## src/rtl/flt2int.sv

```systemverilog
// flt2int: half-precision float to 16-bit integer converter.
// Reads a float from data_mem1 (bytes 1:0) and writes the rounded
// two's-complement integer back to bytes 3:2 (round half to even).
// Ports:
//   clk   - rising-edge clock
//   reset - asynchronous active-low reset
//   start - request; memory is loaded while high, conversion runs
//           after it drops
//   done  - result valid; held until the next start is seen
// Build option:
//   FLT2INT_SAT_EN - overflow/Inf/NaN saturate by sign instead of
//                    returning the integer-indefinite 16'h8000

module data_mem (
    input  logic       clk,
    input  logic       i_we,
    input  logic [7:0] i_addr,
    input  logic [7:0] i_wdata,
    output logic [7:0] o_rdata
);
    logic [7:0] mem_core [0:255];

    always_ff @(posedge clk) begin
        if (i_we)
            mem_core[i_addr] <= i_wdata;
    end

    assign o_rdata = mem_core[i_addr];
endmodule

module flt2int (
    input  logic clk,
    input  logic reset,
    input  logic start,
    output logic done
);
    typedef enum logic [3:0] {
        S_IDLE, S_ARM, S_LD_HI, S_LD_LO, S_CLASS, S_SHIFT,
        S_ROUND, S_NEG, S_WR_LO, S_WR_HI, S_DONE
    } state_t;

    state_t      r_state, w_next;
    logic [15:0] r_flt;
    logic [15:0] r_mag;
    logic        r_guard, r_sticky;
    logic        r_left, r_spec, r_done;
    logic [3:0]  r_cnt;

    logic        w_we;
    logic [7:0]  w_addr, w_wdata, w_rdata;

    logic        w_sign;
    logic [4:0]  w_exp;
    logic [9:0]  w_frac;

    logic [15:0] w_cls_mag;
    logic [3:0]  w_cls_cnt;
    logic        w_cls_left, w_cls_spec;

    assign w_sign = r_flt[15];
    assign w_exp  = r_flt[14:10];
    assign w_frac = r_flt[9:0];
    assign done   = r_done;

    data_mem data_mem1 (
        .clk     (clk),
        .i_we    (w_we),
        .i_addr  (w_addr),
        .i_wdata (w_wdata),
        .o_rdata (w_rdata)
    );

    // Classification. Mantissa M={1,frac} has weight 2^(e-25), so
    // e=25 needs no shift. e=30/sign=1/frac=0 (-32768) lands on
    // 16'h8000 through the special path in both builds.
    always_comb begin
        w_cls_mag  = 16'd0;
        w_cls_cnt  = 4'd0;
        w_cls_left = 1'b0;
        w_cls_spec = 1'b0;
        if (w_exp >= 5'd30) begin
            w_cls_spec = 1'b1;
`ifdef FLT2INT_SAT_EN
            w_cls_mag  = w_sign ? 16'h8000 : 16'h7FFF;
`else
            w_cls_mag  = 16'h8000;
`endif
        end else if (w_exp >= 5'd14) begin
            w_cls_mag = {5'd0, 1'b1, w_frac};
            if (w_exp > 5'd25) begin
                w_cls_left = 1'b1;
                w_cls_cnt  = 4'(w_exp - 5'd25);
            end else begin
                w_cls_cnt  = 4'(5'd25 - w_exp);
            end
        end
    end

    always_comb begin
        w_next  = r_state;
        w_we    = 1'b0;
        w_addr  = 8'd0;
        w_wdata = 8'd0;
        unique case (r_state)
            S_IDLE:  if (start) w_next = S_ARM;
            S_ARM:   if (!start) w_next = S_LD_HI;
            S_LD_HI: begin
                w_addr = 8'd1;
                w_next = S_LD_LO;
            end
            S_LD_LO: begin
                w_addr = 8'd0;
                w_next = S_CLASS;
            end
            S_CLASS: w_next = (w_cls_cnt == 4'd0) ? S_ROUND : S_SHIFT;
            S_SHIFT: if (r_cnt == 4'd1) w_next = S_ROUND;
            S_ROUND: w_next = S_NEG;
            S_NEG:   w_next = S_WR_LO;
            S_WR_LO: begin
                w_we    = 1'b1;
                w_addr  = 8'd2;
                w_wdata = r_mag[7:0];
                w_next  = S_WR_HI;
            end
            S_WR_HI: begin
                w_we    = 1'b1;
                w_addr  = 8'd3;
                w_wdata = r_mag[15:8];
                w_next  = S_DONE;
            end
            S_DONE:  w_next = S_IDLE;
            default: w_next = S_IDLE;
        endcase
    end

    always_ff @(posedge clk or negedge reset) begin
        if (!reset) begin
            r_state  <= S_IDLE;
            r_flt    <= 16'd0;
            r_mag    <= 16'd0;
            r_guard  <= 1'b0;
            r_sticky <= 1'b0;
            r_left   <= 1'b0;
            r_spec   <= 1'b0;
            r_cnt    <= 4'd0;
            r_done   <= 1'b0;
        end else begin
            r_state <= w_next;
            unique case (r_state)
                S_IDLE:  if (start) r_done <= 1'b0;
                S_LD_HI: r_flt[15:8] <= w_rdata;
                S_LD_LO: r_flt[7:0]  <= w_rdata;
                S_CLASS: begin
                    r_mag    <= w_cls_mag;
                    r_cnt    <= w_cls_cnt;
                    r_left   <= w_cls_left;
                    r_spec   <= w_cls_spec;
                    r_guard  <= 1'b0;
                    r_sticky <= 1'b0;
                end
                S_SHIFT: begin
                    r_cnt <= r_cnt - 4'd1;
                    if (r_left) begin
                        r_mag <= r_mag << 1;
                    end else begin
                        r_mag    <= r_mag >> 1;
                        r_guard  <= r_mag[0];
                        r_sticky <= r_sticky | r_guard;
                    end
                end
                S_ROUND: begin
                    if (r_guard && (r_sticky || r_mag[0]))
                        r_mag <= r_mag + 16'd1;
                end
                // Special results already hold their final encoding.
                S_NEG: begin
                    if (w_sign && !r_spec)
                        r_mag <= ~r_mag + 16'd1;
                end
                S_DONE:  r_done <= 1'b1;
                default: ;
            endcase
        end
    end
endmodule

```

## config.mk

```make
export PLATFORM = sky130hd
export DESIGN_NAME = flt2int
export DESIGN_NICKNAME = d
export VERILOG_FILES = /design/src/rtl/flt2int.sv
export SDC_FILE = /design/constraint.sdc
export NUM_CORES = 1
export LEC_CHECK = 0
export BUFFER_PORTS_ARGS = -buffer_cell sky130_fd_sc_hd__buf_4
export CORE_UTILIZATION = 35
export CTS_CLUSTER_DIAMETER = 100
export CTS_CLUSTER_SIZE = 40
export DETAILED_ROUTE_END_ITERATION = 8
export MAX_ROUTING_LAYER = met4
export PLACE_DENSITY = 0.57
export SYNTH_ARGS = -nofsm -noshare
export SYNTH_HDL_FRONTEND = slang
export SYNTH_SLANG_ARGS = --single-unit
```

## constraint.sdc

```tcl
create_clock -name clk -period 5.32 [get_ports clk]
set_input_delay 0.798 -clock clk [delete_from_list [all_inputs] [get_ports clk]]
set_output_delay 0.798 -clock clk [all_outputs]
set_load 0.01 [all_outputs]
```

Yosys cells after proc, flatten, opt, wreduce, memory -nomap -nowiden:

Memories as Yosys holds them, arrays and structs flattened.
Cells that the tools add are included.

* register bits: 45
* memory bits (writable): 2048
* input bits: 3
* output and inout port bits: 1
* logic and storage cells: 82
* memories kept: 1

* add/sub/neg operators: 5
* order comparisons: 3
* equal/unequal tests: 17
* multiplexer cells: 30
* bitwise logic cells: 2
* reductions and logical operators: 14

Memories
* data_mem1.mem_core: words 256, bits a word 8, rd ports 1, clocked after Yosys merged registers in 0, wr ports 1, line 21 `logic [7:0] mem_core [0:255];`

Operators by type and width (count)
* two-way mux 16 bit: 4
* case mux 16 bit (4 select lines): 1
* case mux 4 bit (10 select lines): 1
* adder 16 x 1 -> 16 bit, second input constant: 2
* two-way mux 4 bit: 6
* equality test 4 x 3 -> 1 bit, second input constant: 4
* NOT 16 bit: 1
* case mux 8 bit (2 select lines): 1
* equality test 4 bit, second input constant: 3
* inequality test 2 bit, second input constant: 6
* two-way mux 11 bit: 1
* two-way mux 1 bit: 10
* equality test 4 x 1 -> 1 bit, second input constant: 2
* equality test 4 x 2 -> 1 bit, second input constant: 2
* zero test 4 bit: 2
* case mux 4 bit (2 select lines): 1
* case mux 1 bit (2 select lines): 3
* case mux 2 bit (3 select lines): 1
* AND reduction 3 bit: 2
* >= comparator 5 x 4 -> 1 bit, second input constant: 1
* >= comparator 5 bit, second input constant: 1
* > comparator 5 bit, second input constant: 1
* AND reduction 2 bit: 2
* nonzero test 2 bit: 2
* 10 further kinds: 11

Longest topological paths before layout:

Gate-level depths: netlist of the first run.

* depth in word-level cells: 7
* gate-level depth with buffers: 9

By module:

A second synthesis of the first run with hierarchy kept.

* cells, all modules: 3924
* area total of the unflattened synthesis: 81628.3 sq um

Modules (own cells, without submodules)
* data_mem: times used 1, cells an instance 3539, area each 78332.6 sq um
* flt2int: times used 1, cells an instance 385, area each 3295.7 sq um

Least setup slack after synthesis of the first run:

No wires, ideal clock.

* path type: register to register
* start: register r_flt[11]
* end: register r_state[1]
* arrival: 2251 ps
* required time: 5237 ps
* path slack: 2987 ps
* stages on the path, launching flop included: 9
* path buffers: 0
* period minus slack after synthesis: 2333 ps
* path through: dfrtp_1 inv_1 ha_1 nand2_1 a221oi_1 mux2i_1 a21oi_1 or3b_2 o21ai_0

* word-level cells in the longest chain between the ends: 7
* elaborated cells on any way between the ends: 11
* those cells by class: add/sub (2); order compare (3); mux (5); reduce/logical (1)

Ends and longest elaborated chain
* start: declaration: line 43 `logic [15:0] r_flt;`
* start signal: assignment: line 151 `S_LD_HI: r_flt[15:8] <= w_rdata;`
* subtractor 4 bit, or another cell as far along: line 94 `w_cls_cnt = 4'(5'd25 - w_exp);`
* two-way mux 4 bit: line 90 `if (w_exp > 5'd25) begin`
* two-way mux 4 bit: line 88 `end else if (w_exp >= 5'd14) begin`
* two-way mux 4 bit (*): line 81 `if (w_exp >= 5'd30) begin`
* zero test 4 bit (*): line 115 `S_CLASS: w_next = (w_cls_cnt == 4'd0) ? S_ROUND : S_SHIFT;`
* two-way mux 2 bit (*): line 115
* case mux 4 bit (10 select lines) (*): line 104 `unique case (r_state)`
* end signal: assignment: line 148 `r_state <= w_next;`
* end: declaration: line 42 `state_t r_state, w_next;`

Every way passes the cells marked *; elsewhere a longest branch is shown, timed or not.
A chain may end at the register's enable or synchronous reset.

Worst setup path in the final report of the first run:

* start: register r_state[0]
* end: register r_mag[15]

* word-level cells in the longest chain between the ends: 3
* elaborated cells on any way between the ends: 9
* those cells by class: eq/ne (6); mux (1); reduce/logical (2)

Ends and longest elaborated chain
* equality test 4 x 3 -> 1 bit: line 149 `unique case (r_state)`
* nonzero test 4 bit (no source line) or inequality test 2 bit (tied branches)
* AND reduction 3 bit (no source line)
* end signal: assignment: line 154 `r_mag <= w_cls_mag;`
* end signal: assignment: line 164 `r_mag <= r_mag << 1;`
* end signal: assignment: line 166 `r_mag <= r_mag >> 1;`
* end: declaration: line 44 `logic [15:0] r_mag;`

Several ways; a longest one is shown, not always the timed one.

==> key figures, run 1 <==
Route
  • Residual DRC: 0
  • Via count: 3450
  • Pre-Repair DR Iteration Count: 5
  • Detail Route Antenna Nets: 0
  • Drt wl/cell: 17.26 um
  • Routed WL: 10380 um
  • DR iter-0 viols: 337
  • Vias per cell: 5.740

Critical path
  • CP peak stage delay: 830 ps
  • Crit-path cells: nand4b_1 > nor4_4 > a31oi_2 > a2111oi_4 > a31oi_1 > o31ai_1
  • WP buf/inv: 0
  • Crit path DAT: 3200 ps
  • Max FO, Critical Path: 24
  • Startpoint Class: register
  • Worst Path Class, Setup: reg2reg
  • CP required: 5560 ps
  • Slowest cell on the critical path: nand4b_1
  • CP endpoint kind: register
  • Crit path max-delay family: simple AND/OR/NAND/NOR gates

Run status
  • Outcome: completed

Floorplanning
  • Die Span Y: 112.9 um
  • IO Count: 4
  • Initial Util: 35.84%
  • Die width: 112.9 um
  • Row count: 40
  • Full die area: 0.01275 mm^2
  • Core box area: 0.01201 mm^2

Finish
  • Final cell count without fillers: 601
  • Final Util: 39.34%
  • Final instance area: 0.004726 mm^2
  • Antenna fix cells: 0
  • Area grow syn2layout: 9.765%
  • Final net count: 459
  • Ratio of cells with drive above 1 in the final layout: 8.811%

Clock tree
  • Setup Buffers After CTS: 0
  • H-tree levels: 3
  • CTS tree: built
  • Clk_lat worst skew: 340 ps
  • Hold buffer count at CTS: 0
  • Clk root buf: clkbuf_16
  • CTS resizes: 0
  • Num CTS Buffers: 9
  • Max Root-Sink Buffers: 2
  • Clock Sinks: 77
  • Clk pin slew, worst setup/hold paths: 60 ps

Synthesis
  • Mux contribution to synthesized area: 2.935%
  • Sequential share of the synthesized area: 48.47%
  • Synth Cell Area: 0.004305 mm^2
  • Ys flop type: dfrtp_1
  • Post-Synthesis Mean Instance Area: 9.525 um^2
  • Post-synth ARST share: 58.44%
  • Adder-Cell Fraction of Synth Area: 2.267%
  • Post-synth EDFFs: 32
  • Post-Synth XOR/XNOR Area: 0.8137%
  • Synth Area in Compound Gates: 23.71%
  • Main combinational cell family by area after synthesis: compound AO/OA/AOI/OAI gates
  • Simple-gate share of the synthesized area: 17.23%
  • Post-synth cell types: 66
  • Cells after Synth: 452
  • Flops & latches, synth: 77
  • Synth warn: 0

Global route
  • Initial antenna violation count: 0
  • First-pass GRT wire length: 17210 um
  • Total gr overflow: 0
  • Largest net degree at the start of global routing: 46
  • Vias in the first global route: 3255
  • Total track usage: 18.16%

STA
  • RSZ-0062 raised after global routing: no
  • Minimum clock period: 2964 ps
  • Post-route setup TNS: 0 ps
  • Setup ws final: 2356 ps
  • Clock skew: 5.311 ps
  • Actual slew at the worst max-slew pin: 1088 ps
  • Max transition margin: 27.45%
  • Max Fclk: 337.4 MHz
  • WHS: 461.7 ps
  • Fin crit share: 55.71%
  • Max Slew Vio Count: 0
  • Setup violators final: 0
  • Fin. Hold Viols: 0

Flow run
  • Maxcap violations: 0

Pwr
  • Lkg Pwr: 1.757 nW
  • PnR Total Power: 2.660 mW
  • P per Cell Area: 562.9 mW/mm^2
  • Max VDD drop: 214.8 uV

Place
  • Post-DP HPWL: 6830 um
  • Post-placement setup slack: 2416 ps
  • DP Cell Count: 585
  • Area post-placement: 0.004462 mm^2
  • Port-buffer cells: 3
  • GPL Wtd Cong: 0.8458

Worst hold path
  • Worst min path class: reg2reg
worst register-to-register path, cell delays in order, from the launching register on:
cell	delay (ps)
dfrtp_1	750
nand4b_1	840
nor4_4	600
a31oi_2	110
a2111oi_4	370
a31oi_1	120
o31ai_1	80
cell type report:
class / count / area (um^2)
flip-flops and latches: 77 / 2087
repair buffers: 7 / 52.55
fillers: 1214 / 7286
multi-input cells: 342 / 2093
well taps: 147 / 183.9
clock buffers: 13 / 240.2
inverters: 12 / 45.04
clock inverters: 3 / 23.77
synthesized netlist by cell type, types with 2 or more instances:
library cell / number / area share, %
a31oi_1: 5 / 0.73
xor2_1: 3 / 0.61
a311o_1: 2 / 0.46
o2bb2ai_1: 3 / 0.61
a211oi_1: 2 / 0.35
or2_2: 2 / 0.29
o22ai_1: 5 / 0.73
o21a_1: 2 / 0.35
nand2b_1: 4 / 0.58
buf_1: 2 / 0.17
nor2b_1: 4 / 0.58
a21oi_1: 41 / 4.8
mux2i_1: 7 / 1.6
clkbuf_1: 29 / 2.5
nor3_1: 14 / 1.6
nor4_1: 3 / 0.44
a222oi_1: 4 / 0.93
edfxtp_1: 32 / 22
nand3_1: 6 / 0.70
nor4bb_1: 2 / 0.46
mux2_2: 5 / 1.3
a21o_1: 2 / 0.35
nor2_1: 38 / 3.3
a22oi_1: 2 / 0.35
dfrtp_1: 45 / 26
buf_2: 4 / 0.46
o21ai_0: 41 / 4.8
o21bai_1: 2 / 0.35
ha_1: 7 / 2.0
inv_1: 12 / 1.0
nor3b_1: 2 / 0.35
a311oi_1: 2 / 0.41
a22o_1: 10 / 2.0
a221oi_1: 15 / 3.1
or3_1: 5 / 0.73
nand4_1: 3 / 0.44
nand2_1: 56 / 4.9
kinds of logic (layout without fill, tap and decap cells):
| logic type | Yosys count | in the layout |
|---|---|---|
| compound gates | 151 | 151 |
| simple gates | 151 | 151 |
| flops | 77 | 77 |
| buf+inv | 48 | 35 |
| mux | 12 | 12 |
| fa+ha+maj | 8 | 8 |
| xor+xnor | 4 | 4 |
| other cells | 1 | 16 |
sequential cells by signal, summed over array words and instances, names as in the netlist:
register            cells
r_flt                  16
r_cnt                   4
r_left                  1
r_mag                  16
r_sticky                1
done                    1
r_spec                  1
data_mem1.mem_core     32
r_guard                 1
r_state                 4
power by group:
group | internal (mW) | total, mW | switching, mW
clock | 0.317 | 0.554 | 0.237
sequential | 0.786 | 1.07 | 0.279
combinational | 0.411 | 1.04 | 0.629
cell usage in the layout (no fill, tap or decap), types with 7 or more instances in the layout:
cell type,n
conb_1,16
dfrtp_1,45
nand2_1,56
nor3_1,13
edfxtp_1,32
ha_1,7
mux2i_1,7
inv_1,12
buf_4,7
a21oi_1,41
nor2_1,38
a221oi_1,15
clkbuf_16,9
o21ai_0,41
a22o_1,10
per-layer routing:
layer  share of wire [%]  GRT usage, %
met5                   0             -
met4                 2.8         7.544
met3                 4.0         4.767
met2                  46         26.50
met1                  47         23.94
path summary, 6_finish.rpt:
check | slack [ps] | from | cells after the start | endpoint
max | 2360 | r_state[0]$_DFFE_PN0P_ | 6 | r_mag[15]$_DFFE_PN0P_
min | 460 | data_mem1.mem_core[1][1]$_DFFE_PP_ | 2 | r_flt[9]$_DFFE_PN0P_
max reg2reg | 2360 | r_state[0]$_DFFE_PN0P_ | 6 | r_mag[15]$_DFFE_PN0P_
min reg2reg | 460 | data_mem1.mem_core[1][1]$_DFFE_PP_ | 2 | r_flt[9]$_DFFE_PN0P_
max in group asynchronous | 4430 | reset | 1 | r_state[1]$_DFFE_PN0P_
min in group asynchronous | 470 | reset | 1 | r_mag[11]$_DFFE_PN0P_
Power figures use the tool's default switching activity.
==> run 2: changes to the inputs <==
--- a/config.mk
+++ b/config.mk
@@ -11,7 +11,7 @@
 export CTS_CLUSTER_SIZE = 40
 export DETAILED_ROUTE_END_ITERATION = 8
 export MAX_ROUTING_LAYER = met4
-export PLACE_DENSITY = 0.57
+export PLACE_DENSITY = 0.59
 export SYNTH_ARGS = -nofsm -noshare
 export SYNTH_HDL_FRONTEND = slang
 export SYNTH_SLANG_ARGS = --single-unit
==> constraint.sdc (replaced) <==
create_clock -name clk -period 2.5 [get_ports clk]
set_input_delay 0.375 -clock clk [delete_from_list [all_inputs] [get_ports clk]]
set_output_delay 0.375 -clock clk [all_outputs]
set_load 0.01 [all_outputs]
==> run 2 against run 1 <==
Cell count increased by 3.8%. Highest routed layer unchanged. Critical endpoint is now r_mag[7]$_DFFE_PN0P_. Sequential power increased by 98%. Fmax increased by 31%. Critical path type unchanged.
==> key figures, run 2 (synthesis results as in run 1) <==
STA
  • Max transition margin: 31.50% (was 27.45%)
  • Fin crit share: 90.42% (was 55.71%)
  • Max Slew Vio Count: 0 (unchanged)
  • RSZ-0062 raised after global routing: no (unchanged)
  • Minimum clock period: 2261 ps (was 2964 ps)
  • Max Fclk: 442.4 MHz (was 337.4 MHz)
  • Setup violators final: 0 (unchanged)
  • Actual slew at the worst max-slew pin: 1028 ps (was 1088 ps)
  • Fin. Hold Viols: 0 (unchanged)
  • Clock skew: 4.875 ps (was 5.311 ps)
  • Setup ws final: 239.4 ps (was 2356 ps)
  • Post-route setup TNS: 0 ps (unchanged)

Pwr
  • PnR Total Power: 5.875 mW (was 2.660 mW)
  • Lkg Pwr: 1.883 nW (was 1.757 nW)
  • Max VDD drop: 572.0 uV (was 214.8 uV)
  • P per Cell Area: 1200 mW/mm^2 (was 562.9 mW/mm^2)

Critical path
  • Crit path depth: 4 (was 6)
  • Crit path max-delay family: compound AO/OA/AOI/OAI gates (was simple AND/OR/NAND/NOR gates)
  • Worst Path Class, Setup: reg2reg (unchanged)
  • CP endpoint kind: register (unchanged)
  • CP peak stage delay: 800 ps (was 830 ps)
  • Slowest cell on the critical path: a21oi_1 (was nand4b_1)
  • Crit-path cells: or2_2 > a21oi_1 > a222oi_1 > o21ai_0 (was nand4b_1 > nor4_4 > a31oi_2 > a2111oi_4 > a31oi_1 > o31ai_1)
  • Startpoint Class: register (unchanged)
  • Crit path DAT: 2520 ps (was 3200 ps)
  • Max FO, Critical Path: 14 (was 24)
  • WP buf/inv: 0 (unchanged)
  • FF-to-FF path depth: 4 (was 6)
  • R2R Setup Slk: 240 ps (was 2360 ps)
  • CP required: 2760 ps (was 5560 ps)

Finish
  • Commonest cells after routing, fill and taps aside: nand2_1, dfrtp_1, a21oi_1, o21ai_0, nor2_1 (unchanged)
  • Register Area: 0.002087 mm^2 (unchanged)
  • Final Util: 40.77% (was 39.34%)
  • Final instance area: 0.004897 mm^2 (was 0.004726 mm^2)
  • Ratio of cells with drive above 1 in the final layout: 13.21% (was 8.811%)
  • Commonest non-fill, non-tap cell in the layout: nand2_1 (unchanged)
  • Biggest register: data_mem1.mem_core (unchanged)
  • Regs by FF count: data_mem1.mem_core: 32 flops, r_flt: 16 flops, r_mag: 16 flops (unchanged)
  • Final net count: 482 (was 459)
  • Max reg flops: 32 (unchanged)
  • Filler cells: 1195 (was 1214)
  • Area grow syn2layout: 13.75% (was 9.765%)
  • Area of the multi-input gates: 0.002088 mm^2 (was 0.002093 mm^2)
  • Antenna fix cells: 0 (unchanged)

Place
  • Post-placement setup slack: 278.5 ps (was 2416 ps)
  • GPL Wtd Cong: 0.9166 (was 0.8458)
  • Port-buffer cells: 3 (unchanged)
  • Area post-placement: 0.004629 mm^2 (was 0.004462 mm^2)
  • Post-DP HPWL: 7379 um (was 6830 um)

Floorplanning
  • Die Span Y: 112.9 um (unchanged)
  • IO Count: 4 (unchanged)
  • Core box area: 0.01201 mm^2 (unchanged)
  • Row count: 40 (unchanged)
  • Full die area: 0.01275 mm^2 (unchanged)
  • Initial Util: 35.84% (unchanged)
  • Die width: 112.9 um (unchanged)

Clock tree
  • CTS resizes: 0 (unchanged)
  • Clk root buf: clkbuf_16 (unchanged)
  • H-tree levels: 3 (unchanged)
  • CTS tree: built (unchanged)
  • Clk_lat worst skew: 340 ps (about the same)
  • Clock Sinks: 77 (unchanged)
  • Clk pin slew, worst setup/hold paths: 60 ps (about the same)
  • Hold buffer count at CTS: 0 (unchanged)
  • Max Root-Sink Buffers: 2 (unchanged)
  • Num CTS Buffers: 9 (unchanged)
  • Setup Buffers After CTS: 0 (unchanged)

Global route
  • Largest net degree at the start of global routing: 46 (unchanged)
  • Vias in the first global route: 3440 (was 3255)
  • First-pass GRT wire length: 17990 um (was 17210 um)
  • Initial antenna violation count: 0 (unchanged)
  • Total track usage: 18.87% (was 18.16%)
  • Total gr overflow: 0 (unchanged)

Route
  • Met2 wire len: 4960 um (was 4748 um)
  • Vias per cell: 5.696 (was 5.740)
  • Residual DRC: 0 (unchanged)
  • Top layer in use: met4 (unchanged)
  • WL met1: 5067 um (was 4926 um)
  • Via count: 3554 (was 3450)
  • Routed WL: 10660 um (was 10380 um)
  • Pre-Repair DR Iteration Count: 7 (was 5)
  • Detail Route Antenna Nets: 0 (unchanged)
  • DR iter-0 viols: 410 (was 337)
  • Met3 wire length: 539 um (was 414 um)
  • Drt wl/cell: 17.09 um (was 17.26 um)

Worst hold path
  • Worst min path class: in2async (was reg2reg)

Flow run
  • Maxcap violations: 0 (unchanged)

Run status
  • Outcome: completed (unchanged)
[run 2: path summary, 6_finish.rpt]
check / start / endpoint
worst min register to register: data_mem1.mem_core[1][7]$_DFFE_PP_ / r_flt[15]$_DFFE_PN0P_
worst max-delay path: r_state[0]$_DFFE_PN0P_ / r_mag[7]$_DFFE_PN0P_
min in group clk: start / done$_DFFE_PN0P_
worst max register to register: r_state[0]$_DFFE_PN0P_ / r_mag[7]$_DFFE_PN0P_
worst min-delay path: reset / r_mag[11]$_DFFE_PN0P_
max in group asynchronous: reset / r_flt[9]$_DFFE_PN0P_
[run 2: routing by layer]
metal | GRT usage (%) | up-vias
met4 | 5.351 | 0
met2 | 28.31 | 107
met3 | 4.928 | 5
met5 | - | -
li1 | - | 1707
met1 | 25.22 | 1735
[run 2: metrics by stage]
step	std cells	hold slack, ps
after floorplan	467	79.41
after global placement	608	436.2
after detailed placement	608	436.3
after CTS	624	70.68
after global routing	624	95.54
final	624	46.15
[run 2: layout make-up]
type	count	share of cell area (%)
multi-input cells	342	42.64
flip-flops and latches	77	42.62
clock buffers	11	4.752
repair buffers	30	4.599
well taps	147	3.756
inverters	12	0.9198
clock inverters	5	0.7154
[run 2: where the power goes]
part,switching [mW],total [mW],internal [mW]
Sequential,0.447,2.12,1.67
Clock,0.505,1.18,0.675
Combinational,1.54,2.58,1.04
==> run 3: changes to the inputs <==
--- a/config.mk
+++ b/config.mk
@@ -5,6 +5,7 @@
 export SDC_FILE = /design/constraint.sdc
 export NUM_CORES = 1
 export LEC_CHECK = 0
+export ABC_AREA = 1
 export BUFFER_PORTS_ARGS = -buffer_cell sky130_fd_sc_hd__buf_4
 export CORE_UTILIZATION = 35
 export CTS_CLUSTER_DIAMETER = 100
==> run 3 against run 2 <==
Hold slack gained 4.8 ps. Synthesized cell count grew 26%. Setup slack gained 45 ps.
==> key figures, run 3 <==
Run status
  • Outcome: completed (unchanged)

Pwr
  • P per Cell Area: 1318 mW/mm^2 (was 1200 mW/mm^2)
  • Max VDD drop: 436.4 uV (was 572.0 uV)
  • Lkg Pwr: 2.270 nW (was 1.883 nW)

STA
  • Fin. Hold Viols: 0 (unchanged)
  • Max Fclk: 451.3 MHz (was 442.4 MHz)
  • Post-route setup TNS: 0 ps (unchanged)
  • WHS: 50.98 ps (was 46.15 ps)
  • Clock skew: 8.387 ps (was 4.875 ps)
  • Minimum clock period: 2216 ps (was 2261 ps)
  • Fin crit share: 88.63% (was 90.42%)
  • Actual slew at the worst max-slew pin: 694.0 ps (was 1028 ps)
  • Setup ws final: 284.2 ps (was 239.4 ps)
  • Max transition margin: 53.74% (was 31.50%)
  • Max Slew Vio Count: 0 (unchanged)
  • RSZ-0062 raised after global routing: no (unchanged)
  • Setup violators final: 0 (unchanged)

Floorplanning
  • Die width: 115 um (was 112.9 um)
  • Initial Util: 36.60% (was 35.84%)
  • Full die area: 0.01323 mm^2 (was 0.01275 mm^2)
  • IO Count: 4 (unchanged)
  • Core box area: 0.01221 mm^2 (was 0.01201 mm^2)
  • Die Span Y: 115 um (was 112.9 um)
  • Row count: 40 (unchanged)

Route
  • Drt wl/cell: 14.93 um (was 17.09 um)
  • Top layer in use: met4 (unchanged)
  • Routed WL: 11380 um (was 10660 um)
  • Residual DRC: 0 (unchanged)
  • Met3 wire length: 539 um (unchanged)
  • Met2 wire len: 5418 um (was 4960 um)
  • DR iter-0 viols: 389 (was 410)
  • Vias per cell: 5.104 (was 5.696)
  • Detail Route Antenna Nets: 0 (unchanged)
  • WL met1: 5157 um (was 5067 um)
  • Via count: 3889 (was 3554)
  • Pre-Repair DR Iteration Count: 5 (was 7)

Finish
  • Final net count: 599 (was 482)
  • Filler cells: 1246 (was 1195)
  • Commonest cells after routing, fill and taps aside: nand2_1, nor2_1, inv_1, dfrtp_1 (was nand2_1, dfrtp_1, a21oi_1, o21ai_0, nor2_1)
  • Biggest register: data_mem1.mem_core (unchanged)
  • Max reg flops: 32 (unchanged)
  • Final Util: 41.25% (was 40.77%)
  • Area grow syn2layout: 12.71% (was 13.75%)
  • Regs by FF count: data_mem1.mem_core: 32 flops, r_flt: 16 flops, r_mag: 16 flops (unchanged)
  • Ratio of cells with drive above 1 in the final layout: 11.45% (was 13.21%)
  • Antenna fix cells: 0 (unchanged)
  • Commonest non-fill, non-tap cell in the layout: nand2_1 (unchanged)

Clock tree
  • CTS tree: built (unchanged)
  • H-tree levels: 3 (unchanged)
  • CTS resizes: 0 (unchanged)
  • Max Root-Sink Buffers: 2 (unchanged)
  • Num CTS Buffers: 9 (unchanged)
  • Clk root buf: clkbuf_16 (unchanged)
  • Hold buffer count at CTS: 0 (unchanged)
  • Clk_lat worst skew: 340 ps (about the same)
  • Clock Sinks: 77 (unchanged)
  • Setup Buffers After CTS: 0 (unchanged)
  • Clk pin slew, worst setup/hold paths: 60 ps (about the same)

Global route
  • Total track usage: 19.60% (was 18.87%)
  • Vias in the first global route: 3781 (was 3440)
  • First-pass GRT wire length: 19010 um (was 17990 um)
  • Total gr overflow: 0 (unchanged)
  • Initial antenna violation count: 0 (unchanged)
  • Largest net degree at the start of global routing: 46 (unchanged)

Critical path
  • WP buf/inv: 2 (was 0)
  • Slowest cell on the critical path: clkinv_1 (was a21oi_1)
  • Crit path depth: 8 (was 4)
  • FF-to-FF path depth: 8 (was 4)
  • Crit-path cells: inv_1 > nor2_1 > nand2_1 > clkinv_1 > o21ai_0 > o211ai_1 > nand2_1 > nand2_1 (was or2_2 > a21oi_1 > a222oi_1 > o21ai_0)
  • CP peak stage delay: 470 ps (was 800 ps)
  • CP required: 2720 ps (was 2760 ps)
  • Worst Path Class, Setup: reg2reg (unchanged)
  • Crit path top cell by count: nand2_1
  • Crit path max-delay family: buffers and inverters (was compound AO/OA/AOI/OAI gates)
  • Startpoint Class: register (unchanged)
  • Max FO, Critical Path: 19 (was 14)
  • Crit path DAT: 2430 ps (was 2520 ps)
  • CP endpoint kind: register (unchanged)

Place
  • Post-DP HPWL: 8021 um (was 7379 um)
  • Post-placement setup slack: 299.5 ps (was 278.5 ps)
  • GPL Wtd Cong: 0.8971 (was 0.9166)
  • Port-buffer cells: 3 (unchanged)

Synthesis
  • Synth warn: 0 (unchanged)
  • Post-synth cell types: 37 (was 66)
  • Ys flop type: dfrtp_1 (unchanged)
  • Post-synth EDFFs: 32 (unchanged)
  • Top-count cell post-synth: nand2_1 (unchanged)
  • Ranking of synthesized cells by area: dfrtp_1, edfxtp_1, nand2_1 (unchanged)
  • Yosys top cell area share: 25.20% (was 26.16%)
  • Sequential share of the synthesized area: 46.70% (was 48.47%)
  • Post-Synthesis Mean Instance Area: 7.868 um^2 (was 9.525 um^2)
  • Commonest cells in the synthesized netlist: nand2_1, nor2_1, dfrtp_1, inv_1 (was nand2_1, dfrtp_1, a21oi_1, o21ai_0, nor2_1)
  • Post-synth top area cell: dfrtp_1 (unchanged)
  • Post-synth ARST share: 58.44% (unchanged)
  • Flops & latches, synth: 77 (unchanged)
  • Cells after Synth: 568 (was 452)
  • Synth Cell Area: 0.004469 mm^2 (was 0.004305 mm^2)

Flow run
  • Maxcap violations: 0 (unchanged)

Worst hold path
  • Worst min path class: in2async (unchanged)
==> run 3: changes by cell type after synthesis, moves of 15 or more <==
cell and delta:
a221oi_1 -15, clkbuf_1 -21, inv_1 +33, nand2_1 +122, nand3_1 +27
==> run 3: logic make-up after synthesis <==
group,count (synthesis),share of synthesized area [%]
buffers and inverters,71,6.747
adders and majority gates,7,1.960
and+or+nand+nor,298,29.28
AOI/OAI and AO/OA,110,14.45
xor gates and xnor gates,4,0.7840
other,1,0.08391
DFF,77,46.70
==> run 3: metrics by stage <==
step	cell area, um^2	std cells	power, mW
finish	5037	762	6.637
detailed placement	4722	746	5.222
global route	5037	762	7.205
global placement	4722	746	5.196
CTS	5037	762	6.646
floorplan	4526	583	4.422
==> run 3: layer usage <==
| metal | vias to the layer above | global-route usage (%) |
|---|---|---|
| met5 | - | - |
| met4 | 0 | 8.398 |
| met3 | 20 | 3.479 |
| met2 | 104 | 31.24 |
| met1 | 1857 | 24.46 |
| li1 | 1908 | - |
==> run 3: area by class of cell <==
type	instances	area, um^2	area share [%]
well taps	168	210.2	4.173
flip-flops and latches	77	2087	41.43
repair buffers	10	75.07	1.490
clock buffers	10	229.0	4.545
clock inverters	6	86.33	1.714
inverters	56	212.7	4.223
multi-input cells	435	2137	42.42
==> run 3: worst register-to-register path: cells and delay by family, from the launching register on <==
kind	cells	cell delay, ps
buffers and inverters	2	640
AND/OR/NAND/NOR	4	540
AO/OA/AOI/OAI	2	500
flip-flops	1	420
==> run 3: report_power, final <==
group / internal (mW) / total [mW] / switching (mW)
logic: 0.983 / 3.12 / 2.14
clock network: 0.876 / 1.39 / 0.512
registers: 1.74 / 2.13 / 0.390
total: 3.60 / 6.64 / 3.04
==> run 3: worst paths after layout <==
kind,from,to,slack (ps)
setup / recovery,r_state[1]$_DFFE_PN0P_,r_flt[13]$_DFFE_PN0P_,280
hold / removal,reset,r_cnt[3]$_DFFE_PN0P_,50
setup reg to reg,r_state[1]$_DFFE_PN0P_,r_flt[13]$_DFFE_PN0P_,280
hold reg to reg,r_flt[6]$_DFFE_PN0P_,r_flt[6]$_DFFE_PN0P_,490
max in group asynchronous,reset,r_sticky$_DFFE_PN0P_,2050
min in group clk,start,r_state[0]$_DFFE_PN0P_,290
